===== config.mk =====
export PLATFORM = sky130hd
export DESIGN_NAME = filter_stim_gen
export DESIGN_NICKNAME = d
export VERILOG_FILES = /design/src/rtl/stim_pkg.sv /design/src/rtl/lfsr_pn.sv /design/src/rtl/filter_stim_gen.sv
export SDC_FILE = /design/constraint.sdc
export NUM_CORES = 1
export LEC_CHECK = 0
export ABC_AREA = 1
export BUFFER_PORTS_ARGS = -buffer_cell sky130_fd_sc_hd__buf_4
export CORE_UTILIZATION = 35
export CTS_CLUSTER_DIAMETER = 100
export DETAILED_ROUTE_END_ITERATION = 16
export SLEW_MARGIN = 40
export SYNTH_ARGS = -nofsm -noshare
export SYNTH_HDL_FRONTEND = slang
export SYNTH_SLANG_ARGS = --single-unit

===== constraint.sdc =====
create_clock -name sys_clk -period 1.68 [get_ports sys_clk]
set_input_delay 0.168 -clock sys_clk [delete_from_list [all_inputs] [get_ports sys_clk]]
set_output_delay 0.168 -clock sys_clk [all_outputs]
set_load 0.02 [all_outputs]

===== src/rtl/stim_pkg.sv =====
// ============================================================================
// Module : stim_pkg
// Purpose: Shared definitions for the filter stimulus generator: mode
//          encodings, controller state enum and LFSR constants/helper.
// Ports  : none (package)
// Rev    : 1.0  initial release
// ============================================================================
`default_nettype none

package stim_pkg;

   // Stimulus mode encodings
   localparam logic [2:0] MODE_ZERO     = 3'd0;
   localparam logic [2:0] MODE_IMPULSE  = 3'd1;
   localparam logic [2:0] MODE_PIMPULSE = 3'd2;
   localparam logic [2:0] MODE_STEP     = 3'd3;
   localparam logic [2:0] MODE_SQUARE   = 3'd4;
   localparam logic [2:0] MODE_PN       = 3'd5;
   localparam logic [2:0] MODE_RAMP     = 3'd6;
   localparam logic [2:0] MODE_RSVD     = 3'd7;

   // Run controller states
   typedef enum logic [1:0] {
      ST_IDLE = 2'd0,
      ST_RUN  = 2'd1,
      ST_DONE = 2'd2
   } state_t;

   // PN generator: x^15 + x^14 + 1, Fibonacci form
   localparam int              LFSR_W     = 15;
   localparam logic [LFSR_W-1:0] LFSR_SEED = 15'h0001;
   localparam int              LFSR_TAP_A = 14;   // x^15 term (MSB)
   localparam int              LFSR_TAP_B = 13;   // x^14 term

   function automatic logic lfsr_fb(input logic [LFSR_W-1:0] s);
      return s[LFSR_TAP_A] ^ s[LFSR_TAP_B];
   endfunction

endpackage

`default_nettype wire


===== src/rtl/lfsr_pn.sv =====
// ============================================================================
// Module : lfsr_pn
// Purpose: 15-bit Fibonacci LFSR (x^15 + x^14 + 1) for PN stimulus.
// Ports  : sys_clk  - clock, rising edge
//          reset    - asynchronous active-low reset (to seed)
//          load     - reload the seed (has priority over step)
//          step     - advance one position
//          bit_out  - current LSB of the register
// Rev    : 1.0  initial release
// ============================================================================
`default_nettype none

module lfsr_pn
   import stim_pkg::*;
(
   input  logic sys_clk,
   input  logic reset,
   input  logic load,
   input  logic step,
   output logic bit_out
);

   logic [LFSR_W-1:0] r_lfsr;

   // Shift towards the MSB; new feedback bit enters at bit 0, which is
   // the bit presented to the sample mux.
   always_ff @(posedge sys_clk or negedge reset) begin
      if (!reset) begin
         r_lfsr <= LFSR_SEED;
      end else if (load) begin
         r_lfsr <= LFSR_SEED;
      end else if (step) begin
         r_lfsr <= {r_lfsr[LFSR_W-2:0], lfsr_fb(r_lfsr)};
      end
   end

   assign bit_out = r_lfsr[0];

endmodule

`default_nettype wire


===== src/rtl/filter_stim_gen.sv =====
// ============================================================================
// Module : filter_stim_gen
// Purpose: On-chip stimulus source for the filter chain. Emits LEN samples
//          of the selected waveform (zero, impulse, periodic impulse, step,
//          square, PN, ramp) on successive sam_clk_en strobes.
// Ports  : sys_clk     - clock, rising edge
//          reset       - asynchronous active-low reset
//          sam_clk_en  - one-cycle sample strobe
//          start       - begin a run (accepted only in IDLE)
//          abort       - terminate the current run (no done)
//          mode[2:0]   - waveform select, latched on accepted start
//          x_out       - signed stimulus sample (registered)
//          x_valid     - one-cycle flag after each sample update
//          busy        - run in progress
//          done        - one-cycle pulse after a normally completed run
//          sample_idx  - index of the last emitted sample
// Rev    : 1.0  initial release
// ============================================================================
`default_nettype none

module filter_stim_gen
   import stim_pkg::*;
#(
   parameter int WIDTH  = 18,
   parameter int AMP    = 2**(WIDTH-1)-1,
   parameter int LEN    = 256,
   parameter int PERIOD = 64
) (
   input  logic                     sys_clk,
   input  logic                     reset,
   input  logic                     sam_clk_en,
   input  logic                     start,
   input  logic                     abort,
   input  logic [2:0]               mode,
   output logic signed [WIDTH-1:0]  x_out,
   output logic                     x_valid,
   output logic                     busy,
   output logic                     done,
   output logic [$clog2(LEN)-1:0]   sample_idx
);

   localparam int IDXW = $clog2(LEN);
   localparam int PHW  = $clog2(PERIOD);

   localparam logic [IDXW-1:0]         c_idx_last = IDXW'(LEN - 1);
   localparam logic [PHW-1:0]          c_ph_last  = PHW'(PERIOD - 1);
   localparam logic [PHW-1:0]          c_ph_half  = PHW'(PERIOD / 2);
   localparam logic signed [WIDTH-1:0] c_pos      = WIDTH'(AMP);
   localparam logic signed [WIDTH-1:0] c_neg      = -c_pos;

   state_t                   r_state;
   logic [2:0]               r_mode;
   logic [IDXW-1:0]          r_idx;
   logic [PHW-1:0]           r_phase;
   logic signed [WIDTH-1:0]  r_x;
   logic                     r_valid;
   logic                     r_done;
   logic [IDXW-1:0]          r_sidx;

   logic                     w_accept;
   logic                     w_emit;
   logic                     w_pn_bit;
   logic signed [WIDTH-1:0]  w_ramp;
   logic signed [WIDTH-1:0]  w_sample;

   assign w_accept = (r_state == ST_IDLE) && start;
   // Abort has priority over a coincident strobe, so such a strobe emits nothing.
   assign w_emit   = (r_state == ST_RUN) && sam_clk_en && !abort;

   lfsr_pn u_lfsr (
      .sys_clk (sys_clk),
      .reset   (reset),
      .load    (w_accept),
      .step    (w_emit),
      .bit_out (w_pn_bit)
   );

   // Index treated as a signed IDXW value, then sign-extended or truncated
   // to WIDTH so the ramp wraps in two's complement.
   assign w_ramp = WIDTH'($signed(r_idx));

   always_comb begin
      w_sample = '0;
      case (r_mode)
         MODE_ZERO:     w_sample = '0;
         MODE_IMPULSE:  w_sample = (r_idx == '0)      ? c_pos : '0;
         MODE_PIMPULSE: w_sample = (r_phase == '0)    ? c_pos : '0;
         MODE_STEP:     w_sample = c_pos;
         MODE_SQUARE:   w_sample = (r_phase < c_ph_half) ? c_pos : c_neg;
         MODE_PN:       w_sample = w_pn_bit ? c_pos : c_neg;
         MODE_RAMP:     w_sample = w_ramp;
         default:       w_sample = '0;
      endcase
   end

   always_ff @(posedge sys_clk or negedge reset) begin
      if (!reset) begin
         r_state <= ST_IDLE;
         r_mode  <= MODE_ZERO;
         r_idx   <= '0;
         r_phase <= '0;
         r_x     <= '0;
         r_valid <= 1'b0;
         r_done  <= 1'b0;
         r_sidx  <= '0;
      end else begin
         r_valid <= 1'b0;
         r_done  <= 1'b0;
         case (r_state)
            ST_IDLE: begin
               r_x <= '0;
               if (start) begin
                  r_state <= ST_RUN;
                  r_mode  <= mode;
                  r_idx   <= '0;
                  r_phase <= '0;
               end
            end
            ST_RUN: begin
               if (abort) begin
                  r_state <= ST_IDLE;
                  r_x     <= '0;
               end else if (sam_clk_en) begin
                  r_x     <= w_sample;
                  r_valid <= 1'b1;
                  r_sidx  <= r_idx;
                  r_idx   <= r_idx + IDXW'(1);
                  r_phase <= (r_phase == c_ph_last) ? '0 : r_phase + PHW'(1);
                  if (r_idx == c_idx_last) begin
                     r_state <= ST_DONE;
                  end
               end
            end
            ST_DONE: begin
               r_done  <= 1'b1;
               r_x     <= '0;
               r_state <= ST_IDLE;
            end
            default: begin
               r_state <= ST_IDLE;
               r_x     <= '0;
            end
         endcase
      end
   end

   assign x_out      = r_x;
   assign x_valid    = r_valid;
   assign busy       = (r_state == ST_RUN);
   assign done       = r_done;
   assign sample_idx = r_sidx;

endmodule

`default_nettype wire


==> run summary, run 1 <==
Mapped Cells = 320
Diodes inserted = 0
Worst Path Arrival = 1.75 ns
GR Overflow Total = 0
hold_ws = 0.0663 ns
Final Hold Viols = 0
Post-Syn Nets = 332
Netlist cell types = 28
drt pass-1 iters = 4
HPWL Detailed = 3870 um
clock tree buffer depth = 2
IO Pins = 37
P&R area growth vs syn = 17.2%
min Tclk post-route = 1.50 ns
Worst Setup Start Kind = flop
pin count of the biggest net entering global routing = 54
status = finished clean
Period Utilization, post-route = 89.2%
pwr dens = 1000 mW/mm^2
Setup Viol. Count Final = 0
setup TNS = 0 ns
Worst Hold Class = input port to flop
1st-iter DRT viols = 142
CP Class = flop to flop
maximum vdd ir drop = 0.318 mV
vias per inst = 4.62
Die Width = 88.6 um
worst endpoint required time = 1.93 ns
Rows = 31
Resized cells post-CTS = 0
largest fanout on the critical path = 3
Avg WL per Cell = 11.9 um
TritonCTS clock tree = yes
Fin Clk Skew = 0.0126 ns
initial antenna violation count = 0
antenna viol nets, final = 0
Seq/Total Area, Yosys = 50.6%
Die ar. = 0.00785 mm^2
Total Power = 3080 uW
Residual DRC = 0
Syn Std Cell Area = 0.00262 mm^2
most frequent cells in the layout = nand2_1 (88), dfrtp_1 (52), buf_4 (39)
worst relative slew slack = 56.1%
post-synth top area cell = dfrtp_1
synth warn = 0
Crit. End Element = flop
Met3 Wirelength = 178 um
root buf cell = clkbuf_8
f_max = 667 MHz
Top Metal Used = met4
Total Nets Final = 363
PortBufs = 36
setup ws final = 0.182 ns
clock buffer count from CTS = 5
htree depth = 2
Least-Margin Pin Slew = 0.658 ns
mean cell area of the mapped netlist = 8.20 um^2
leakage power = 0.00160 uW
core area = 0.00725 mm^2
DIE HEIGHT = 88.6 um
Starting Density = 36.2%
commonest non-fill, non-tap cell in the layout = nand2_1
vias in the first global route = 1993
Post-CTS Setup Inserts = 0
final WL = 5350 um
Core Util, Final = 42.4%
top cells by area, synth = dfrtp_1 (50%), nand2_1 (13%), inv_1 (5.4%)
cts hold-fix bufs = 1
Slew Limit Fails = 0
clock sinks = 53
RSZ-0062 raised after global routing = false
DR vias = 2083
routed wl met2 = 2470 um
gr usage total = 15.2%
routed metal-1 wire length = 2660 um
clk_lat worst skew = 0.31 ns
Setup WS pre-CTS = 0.231 ns
Max Cap Violations = 0
flops & latches, synth = 53
global-route wire length before repair = 9160 um
Worst-path clk slew = 0.09 ns
Synth top area share = 49.6%
Placer Congestion = 0.805
share of layout cells above drive strength 1 = 17.6%
-- cell families (layout without fill, tap and decap cells) --
logic type	after synthesis	after routing	share of synthesized area, %
DFF	53	53	50.6
AOI/OAI and AO/OA	44	44	9.63
adders and majority gates	4	4	1.91
buffers and inverters	60	92	10.5
xor gates and xnor gates	1	1	0.334
and+or+nand+nor	158	158	27.0
-- per-stage QoR --
stage,instances,cell area [um^2]
2_1_floorplan,320,2620
3_3_place_gp,442,2950
3_5_place_dp,442,2950
4_1_cts,451,3080
5_1_grt,451,3080
6_report,451,3080
-- worst max-delay path: stages, from the launching register on --
cell     delay (ns)
dfrtp_1        0.40
ha_1           0.22
nand2_1        0.09
nor2_1         0.08
a21oi_1        0.32
o21ai_0        0.15
nand2_1        0.08
nand2_1        0.05
inv_1          0.04
-- power breakdown --
part	internal, uW	switching, uW
clock network	485	431
registers	1370	110
logic	253	429
-- per-layer routing --
| layer | GRT usage (%) | up-vias |
|---|---|---|
| met2 | 24.8 | 48 |
| met1 | 20.4 | 950 |
| met5 | 0 | - |
| met3 | 3.26 | 4 |
| li1 | - | 1081 |
| met4 | 4.11 | 0 |
-- Yosys cell counts, drive strengths merged --
| cell type | n |
|---|---|
| a21oi | 8 |
| a22oi | 1 |
| buf | 15 |
| clkbuf | 2 |
| clkinv | 1 |
| dfrtp | 52 |
| dfstp | 1 |
| ha | 4 |
| inv | 42 |
| nand2 | 91 |
| nand3 | 22 |
| nand4 | 13 |
| nor2 | 29 |
| nor3 | 1 |
| nor3b | 2 |
| o21ai | 21 |
| o21bai | 1 |
| o22ai | 13 |
| xnor2 | 1 |
-- sequential cells by signal (all words and copies together), names as in the netlist --
signal,flops
sample_idx,8
x_out,9
r_phase,6
u_lfsr.r_lfsr,15
x_valid,1
r_state,2
r_mode,3
done,1
r_idx,8
-- final cells by class --
class	count	area [um^2]
fillers	733	4180
flip-flops and latches	53	1330
multi-input cells	207	1020
repair buffers	41	323
inverters	43	161
well taps	99	124
clock buffers	6	82.6
clock inverters	2	37.5
-- worst paths after layout --
kind | start | to | slack, ns | cells past startpoint
hold reg to reg | r_state[0] | done | 0.48 | 1
setup / recovery | r_phase[0] | r_phase[5] | 0.18 | 8
hold / removal | mode[0] | r_mode[0] | 0.07 | 3
setup reg to reg | r_phase[0] | r_phase[5] | 0.18 | 8
max in group asynchronous | reset | r_idx[0] | 0.81 | 2
min in group asynchronous | reset | done | 0.42 | 2
Power figures use the tool's default switching activity.
==> run 2: changes to the inputs <==
--- a/config.mk
+++ b/config.mk
@@ -7,10 +7,13 @@
 export LEC_CHECK = 0
 export ABC_AREA = 1
 export BUFFER_PORTS_ARGS = -buffer_cell sky130_fd_sc_hd__buf_4
-export CORE_UTILIZATION = 35
+export CORE_ASPECT_RATIO = 2
+export CORE_UTILIZATION = 57
 export CTS_CLUSTER_DIAMETER = 100
 export DETAILED_ROUTE_END_ITERATION = 16
+export PLACE_DENSITY = 0.79
 export SLEW_MARGIN = 40
 export SYNTH_ARGS = -nofsm -noshare
 export SYNTH_HDL_FRONTEND = slang
 export SYNTH_SLANG_ARGS = --single-unit
+export TNS_END_PERCENT = 5
==> run summary, run 2 (synthesis results as in run 1) <==
status = finished clean (unchanged)
htree depth = 2 (unchanged)
HPWL Detailed = 4100 um (was 3870 um)
Hold Crit Depth = 3 (unchanged)
commonest non-fill, non-tap cell in the layout = nand2_1 (unchanged)
Die ar. = 0.00490 mm^2 (was 0.00785 mm^2)
Worst-path clk slew = 0.10 ns (was 0.09 ns)
Slowest-stage cell, CP = dfrtp_1 (unchanged)
CP most frequent cell = nand2_1 (unchanged)
maximum vdd ir drop = 1.32 mV (was 0.318 mV)
CP Class = flop to flop (unchanged)
gr usage total = 25.5% (was 15.2%)
Worst Hold Class = input port to flop (unchanged)
clock buffer count from CTS = 5 (unchanged)
root buf cell = clkbuf_8 (unchanged)
M1 GR Usage = 29.7% (was 20.4%)
Avg WL per Cell = 13.8 um (was 11.9 um)
met2 Usage GRT = 44.4% (was 24.8%)
Crit Reg-Reg Startpoint = r_state[1] (was r_phase[0])
Final Hold Viols = 0 (unchanged)
clock sinks = 53 (unchanged)
Residual DRC = 0 (unchanged)
share of layout cells above drive strength 1 = 18.1% (was 17.6%)
crit path cell chain = inv_2 > nand2_2 > nor2_4 > nand2_4 > buf_4 > a21oi_4 > nand2_1 > nand2_1 (was ha_1 > nand2_1 > nor2_1 > a21oi_1 > o21ai_0 > nand2_1 > nand2_1 > inv_1)
Non-Filler Instances = 407 (was 451)
PortBufs = 36 (unchanged)
IO Pins = 37 (unchanged)
min Tclk post-route = 1.53 ns (was 1.50 ns)
Post-Place Cells = 398 (was 442)
RSZ-0062 raised after global routing = false (unchanged)
Worst Path Arrival = 1.78 ns (was 1.75 ns)
global-route wire length before repair = 9530 um (was 9160 um)
1st-iter DRT viols = 51 (was 142)
Diodes inserted = 0 (unchanged)
Least-Margin Pin Slew = 0.649 ns (was 0.658 ns)
Rows = 34 (was 31)
pwr dens = 1010 mW/mm^2 (was 1000 mW/mm^2)
Setup Viol. Count Final = 0 (unchanged)
TritonCTS clock tree = yes (unchanged)
P&R area growth vs syn = 14.9% (was 17.2%)
pin count of the biggest net entering global routing = 54 (unchanged)
core area = 0.00438 mm^2 (was 0.00725 mm^2)
Crit. End Element = flop (unchanged)
Fin Clk Skew = 0.00991 ns (was 0.0126 ns)
worst relative slew slack = 56.8% (was 56.1%)
Hold EP = r_mode[0] (unchanged)
vias per inst = 5.30 (was 4.62)
routing usage on met3 = 4.21% (was 3.26%)
GR Overflow Total = 0 (unchanged)
Starting Density = 59.9% (was 36.2%)
DR vias = 2156 (was 2083)
worst-case reg-to-reg path depth = 8 (unchanged)
worst endpoint required time = 1.94 ns (was 1.93 ns)
DIE HEIGHT = 98.0 um (was 88.6 um)
Worst Setup Start Kind = flop (unchanged)
drt pass-1 iters = 5 (was 4)
largest fanout on the critical path = 23 (was 3)
clock tree buffer depth = 2 (unchanged)
Placer Congestion = 0.897 (was 0.805)
multi-input combinational cell area = 0.00102 mm^2 (about the same)
r2r setup slk = 0.15 ns (was 0.18 ns)
antenna viol nets, final = 0 (unchanged)
Seq. cell area = 0.00133 mm^2 (unchanged)
setup TNS = 0 ns (unchanged)
Period Utilization, post-route = 90.9% (was 89.2%)
Critical R2R Capture = x_out[5] (was r_phase[5])
vias in the first global route = 2106 (was 1993)
Most Crowded Layer GR = met2 (unchanged)
leakage power = 0.00160 uW (about the same)
final WL = 5610 um (was 5350 um)
Post-CTS Setup Inserts = 0 (unchanged)
Slew Limit Fails = 0 (unchanged)
Die Width = 50.0 um (was 88.6 um)
Largest register FFs = 15 (unchanged)
Total Nets Final = 364 (was 363)
f_max = 655 MHz (was 667 MHz)
Fillers = 377 (was 733)
Biggest register = u_lfsr.r_lfsr (unchanged)
Hold Startpoint = mode[0] (unchanged)
Largest stage delay, worst path = 0.38 ns (was 0.40 ns)
Max Cap Violations = 0 (unchanged)
initial antenna violation count = 0 (unchanged)
most frequent cells in the layout = nand2_1 (88), dfrtp_1 (52), buf_4 (41) (was nand2_1 (88), dfrtp_1 (52), buf_4 (39))
clk_lat worst skew = 0.31 ns (about the same)
==> run 2: changes by cell type in the layout (fill, tap and decap cells not counted) <==
cell	change
buf_12	-1
buf_4	+2
clkbuf_8	-1
clkinv_4	+1
nor3b_1	-1
nor3b_2	+1
==> run 2: power breakdown <==
part	leakage [uW]	switching [uW]	internal [uW]	total (uW)
clock	0.0000543	432	446	879
sequential	0.000721	113	1370	1480
combinational	0.000825	444	252	696
total	0.00160	989	2070	3060
==> run 2: how the worst max path moves through the flow <==
stage / cells past startpoint / from / to
2_1_floorplan: 7 / r_idx[0] / x_out[16]
3_3_place_gp: 8 / r_state[1] / x_out[5]
3_5_place_dp: 8 / r_state[1] / x_out[5]
4_1_cts: 8 / r_state[1] / x_out[5]
5_1_grt: 8 / r_state[1] / x_out[6]
6_report: 8 / r_state[1] / x_out[5]
==> run 2: stage by stage <==
stage | setup WS, ns | total power, uW | hold WS [ns] | cell area, um^2 | utilization, %
floorplan | 0.437 | 1980 | -0.128 | 2620 | -
global placement | 0.182 | 2180 | 0.241 | 2880 | 65.8
detailed placement | 0.168 | 2190 | 0.243 | 2880 | 65.8
CTS | 0.137 | 3060 | 0.0726 | 3010 | 68.7
global route | 0.0257 | 3210 | 0.0681 | 3010 | 68.8
finish | 0.154 | 3060 | 0.0686 | 3010 | 68.8
==> run 2: cell type report <==
type | count | share of cell area [%]
clock inverters | 3 | 1.54
inverters | 43 | 5.35
flip-flops and latches | 53 | 44.0
multi-input cells | 207 | 34.0
clock buffers | 5 | 2.28
repair buffers | 42 | 10.5
well taps | 54 | 2.24
==> run 2: metal layers <==
metal / vias to the layer above / share of wire (%)
met2: 51 / 55
met1: 1011 / 39
li1: 1081 / -
met3: 13 / 2.9
met4: 0 / 3.2
met5: - / 0
==> run 2: worst max-delay path, delay by kind of cell (launching register included) <==
kind,cells,cell delay [ns]
AOI/OAI and AO/OA,1,0.25
DFF,1,0.38
and+or+nand+nor,5,0.52
buffers and inverters,2,0.31
==> run 2: timing repair <==
item,CTS,global route
hold buffers,1,0
resized for setup,0,1
hold endpoints to repair,52,0
endpoints found under the setup margin,0,1
==> run 3: changes to the inputs <==
--- a/config.mk
+++ b/config.mk
@@ -8,10 +8,10 @@
 export ABC_AREA = 1
 export BUFFER_PORTS_ARGS = -buffer_cell sky130_fd_sc_hd__buf_4
 export CORE_ASPECT_RATIO = 2
-export CORE_UTILIZATION = 57
+export CORE_UTILIZATION = 61
 export CTS_CLUSTER_DIAMETER = 100
 export DETAILED_ROUTE_END_ITERATION = 16
-export PLACE_DENSITY = 0.79
+export PLACE_DENSITY = 0.84
 export SLEW_MARGIN = 40
 export SYNTH_ARGS = -nofsm -noshare
 export SYNTH_HDL_FRONTEND = slang
==> constraint.sdc (replaced) <==
create_clock -name sys_clk -period 1.8 [get_ports sys_clk]
set_input_delay 0.18 -clock sys_clk [delete_from_list [all_inputs] [get_ports sys_clk]]
set_output_delay 0.18 -clock sys_clk [all_outputs]
set_load 0.02 [all_outputs]
==> run summary, run 3 (synthesis results as in run 1) <==
Avg WL per Cell = 14.1 um (was 13.8 um)
leakage power = 0.00158 uW (was 0.00160 uW)
Hold EP = r_mode[1] (was r_mode[0])
worst endpoint required time = 2.00 ns (was 1.94 ns)
DR vias = 2205 (was 2156)
global-route wire length before repair = 9740 um (was 9530 um)
1st-iter DRT viols = 95 (was 51)
pin count of the biggest net entering global routing = 54 (unchanged)
root buf cell = clkbuf_8 (unchanged)
Worst Path Arrival = 1.75 ns (was 1.78 ns)
final WL = 5690 um (was 5610 um)
Worst Hold Class = input port to flop (unchanged)
Starting Density = 64.2% (was 59.9%)
DIE HEIGHT = 94.8 um (was 98.0 um)
GR Overflow Total = 0 (unchanged)
clk_lat worst skew = 0.30 ns (was 0.31 ns)
htree depth = 2 (unchanged)
status = finished clean (unchanged)
share of layout cells above drive strength 1 = 17.0% (was 18.1%)
pwr dens = 899 mW/mm^2 (was 1010 mW/mm^2)
Placer Congestion = 0.883 (was 0.897)
clock sinks = 53 (unchanged)
clock buffer count from CTS = 5 (unchanged)
maximum vdd ir drop = 1.01 mV (was 1.32 mV)
RSZ-0062 raised after global routing = false (unchanged)
largest fanout on the critical path = 5 (was 23)
min Tclk post-route = 1.55 ns (was 1.53 ns)
worst relative slew slack = 55.8% (was 56.8%)
Largest register FFs = 15 (unchanged)
Setup Viol. Count Final = 0 (unchanged)
Period Utilization, post-route = 85.9% (was 90.9%)
Total Nets Final = 363 (was 364)
commonest non-fill, non-tap cell in the layout = nand2_1 (unchanged)
Rows = 33 (was 34)
r2r setup slk = 0.25 ns (was 0.15 ns)
PortBufs = 36 (unchanged)
vias in the first global route = 2156 (was 2106)
TritonCTS clock tree = yes (unchanged)
setup TNS = 0 ns (unchanged)
sequential power share = 52.0% (was 48.5%)
clock share of power = 24.0% (was 28.7%)
Crit. End Element = flop (unchanged)
Non-Filler Instances = 404 (was 407)
Worst Setup Start Kind = flop (unchanged)
antenna viol nets, final = 0 (unchanged)
Fin Clk Skew = 0.00687 ns (was 0.00991 ns)
sw power = 881 uW (was 989 uW)
Die ar. = 0.00458 mm^2 (was 0.00490 mm^2)
HPWL Detailed = 4140 um (was 4100 um)
Worst-path clk slew = 0.09 ns (was 0.10 ns)
Core Util, Final = 72.6% (was 68.8%)
Diodes inserted = 0 (unchanged)
switch share = 33.0% (was 32.3%)
Critical R2R Capture = r_idx[6] (was x_out[5])
initial antenna violation count = 0 (unchanged)
P&R area growth vs syn = 13.1% (was 14.9%)
combinational share of power = 24.0% (was 22.8%)
most frequent cells in the layout = nand2_1 (88), dfrtp_1 (52), buf_4 (40) (was nand2_1 (88), dfrtp_1 (52), buf_4 (41))
Biggest register = u_lfsr.r_lfsr (unchanged)
Post-Place Cells = 395 (was 398)
internal cell power = 1790 uW (was 2070 uW)
Die Width = 48.4 um (was 50.0 um)
IO Pins = 37 (unchanged)
f_max = 647 MHz (was 655 MHz)
hold_ws = 0.0982 ns (was 0.0686 ns)
Slew Limit Fails = 0 (unchanged)
worst-case reg-to-reg path depth = 8 (unchanged)
core area = 0.00409 mm^2 (was 0.00438 mm^2)
Hold Crit Depth = 3 (unchanged)
Least-Margin Pin Slew = 0.664 ns (was 0.649 ns)
clock tree buffer depth = 2 (unchanged)
Crit Reg-Reg Startpoint = r_idx[0] (was r_state[1])
drt pass-1 iters = 4 (was 5)
CP Class = flop to flop (unchanged)
Residual DRC = 0 (unchanged)
Post-CTS Setup Inserts = 0 (unchanged)
Final Hold Viols = 0 (unchanged)
gr usage total = 27.8% (was 25.5%)
Hold Startpoint = mode[1] (was mode[0])
vias per inst = 5.46 (was 5.30)
Max Cap Violations = 0 (unchanged)
run 3: worst max path at each step:
stage	from	endpoint	slack, ns
finish	r_idx[0]	r_idx[6]	0.25
detailed placement	r_state[1]	r_phase[2]	0.30
floorplan	r_idx[0]	x_out[16]	0.56
CTS	r_state[1]	r_phase[2]	0.29
global route	r_idx[0]	x_out[16]	0.11
global placement	r_state[1]	x_out[4]	0.33
run 3: power by group through the flow:
stage | Combinational [uW] | Sequential, uW | Clock [uW]
after floorplan | 442 | 1410 | 0
after global placement | 629 | 1400 | 0
after detailed placement | 635 | 1410 | 0
after CTS | 643 | 1380 | 664
after global routing | 726 | 1400 | 705
final | 639 | 1390 | 641
run 3: final cells by class:
type | instances | area [um^2]
Clock buffer | 7 | 76.3
Fill cell | 328 | 1120
Tap cell | 52 | 65.1
Timing Repair Buffer | 41 | 310
Inverter | 43 | 161
Multi-Input combinational cell | 207 | 1020
Clock inverter | 1 | 7.51
Sequential cell | 53 | 1330
run 3: critical path: stages, from the launching register on:
cell and delay, ns:
dfrtp_1 0.43, ha_1 0.22, nand2_1 0.08, nor2_1 0.22, nand2_1 0.13, nor2_1 0.16
nand3_1 0.09, nand2_1 0.08, nor2_1 0.04
run 3: stage by stage:
stage          total power [uW]  setup slack, ns  instance area (um^2)
3_5_place_dp               2040            0.305                  2870
3_3_place_gp               2030            0.331                  2870
4_1_cts                    2690            0.287                  2970
2_1_floorplan              1850            0.557                  2620
6_report                   2670            0.254                  2970
5_1_grt                    2830            0.113                  2970
run 3: per-layer routing:
| layer | global-route usage, % | vias to the layer above | wire (um) |
|---|---|---|---|
| met2 | 52.5 | 69 | 3120 |
| met4 | 14.0 | 0 | 239 |
| li1 | - | 1079 | - |
| met1 | 30.3 | 1036 | 2130 |
| met3 | 3.22 | 21 | 192 |
| met5 | 0 | - | 0 |
run 3: timing repair:
action / 4_1_cts / 5_1_grt
endpoints found under the hold margin: 52 / 0
hold buffers: 1 / 0
resized for setup: 0 / 0
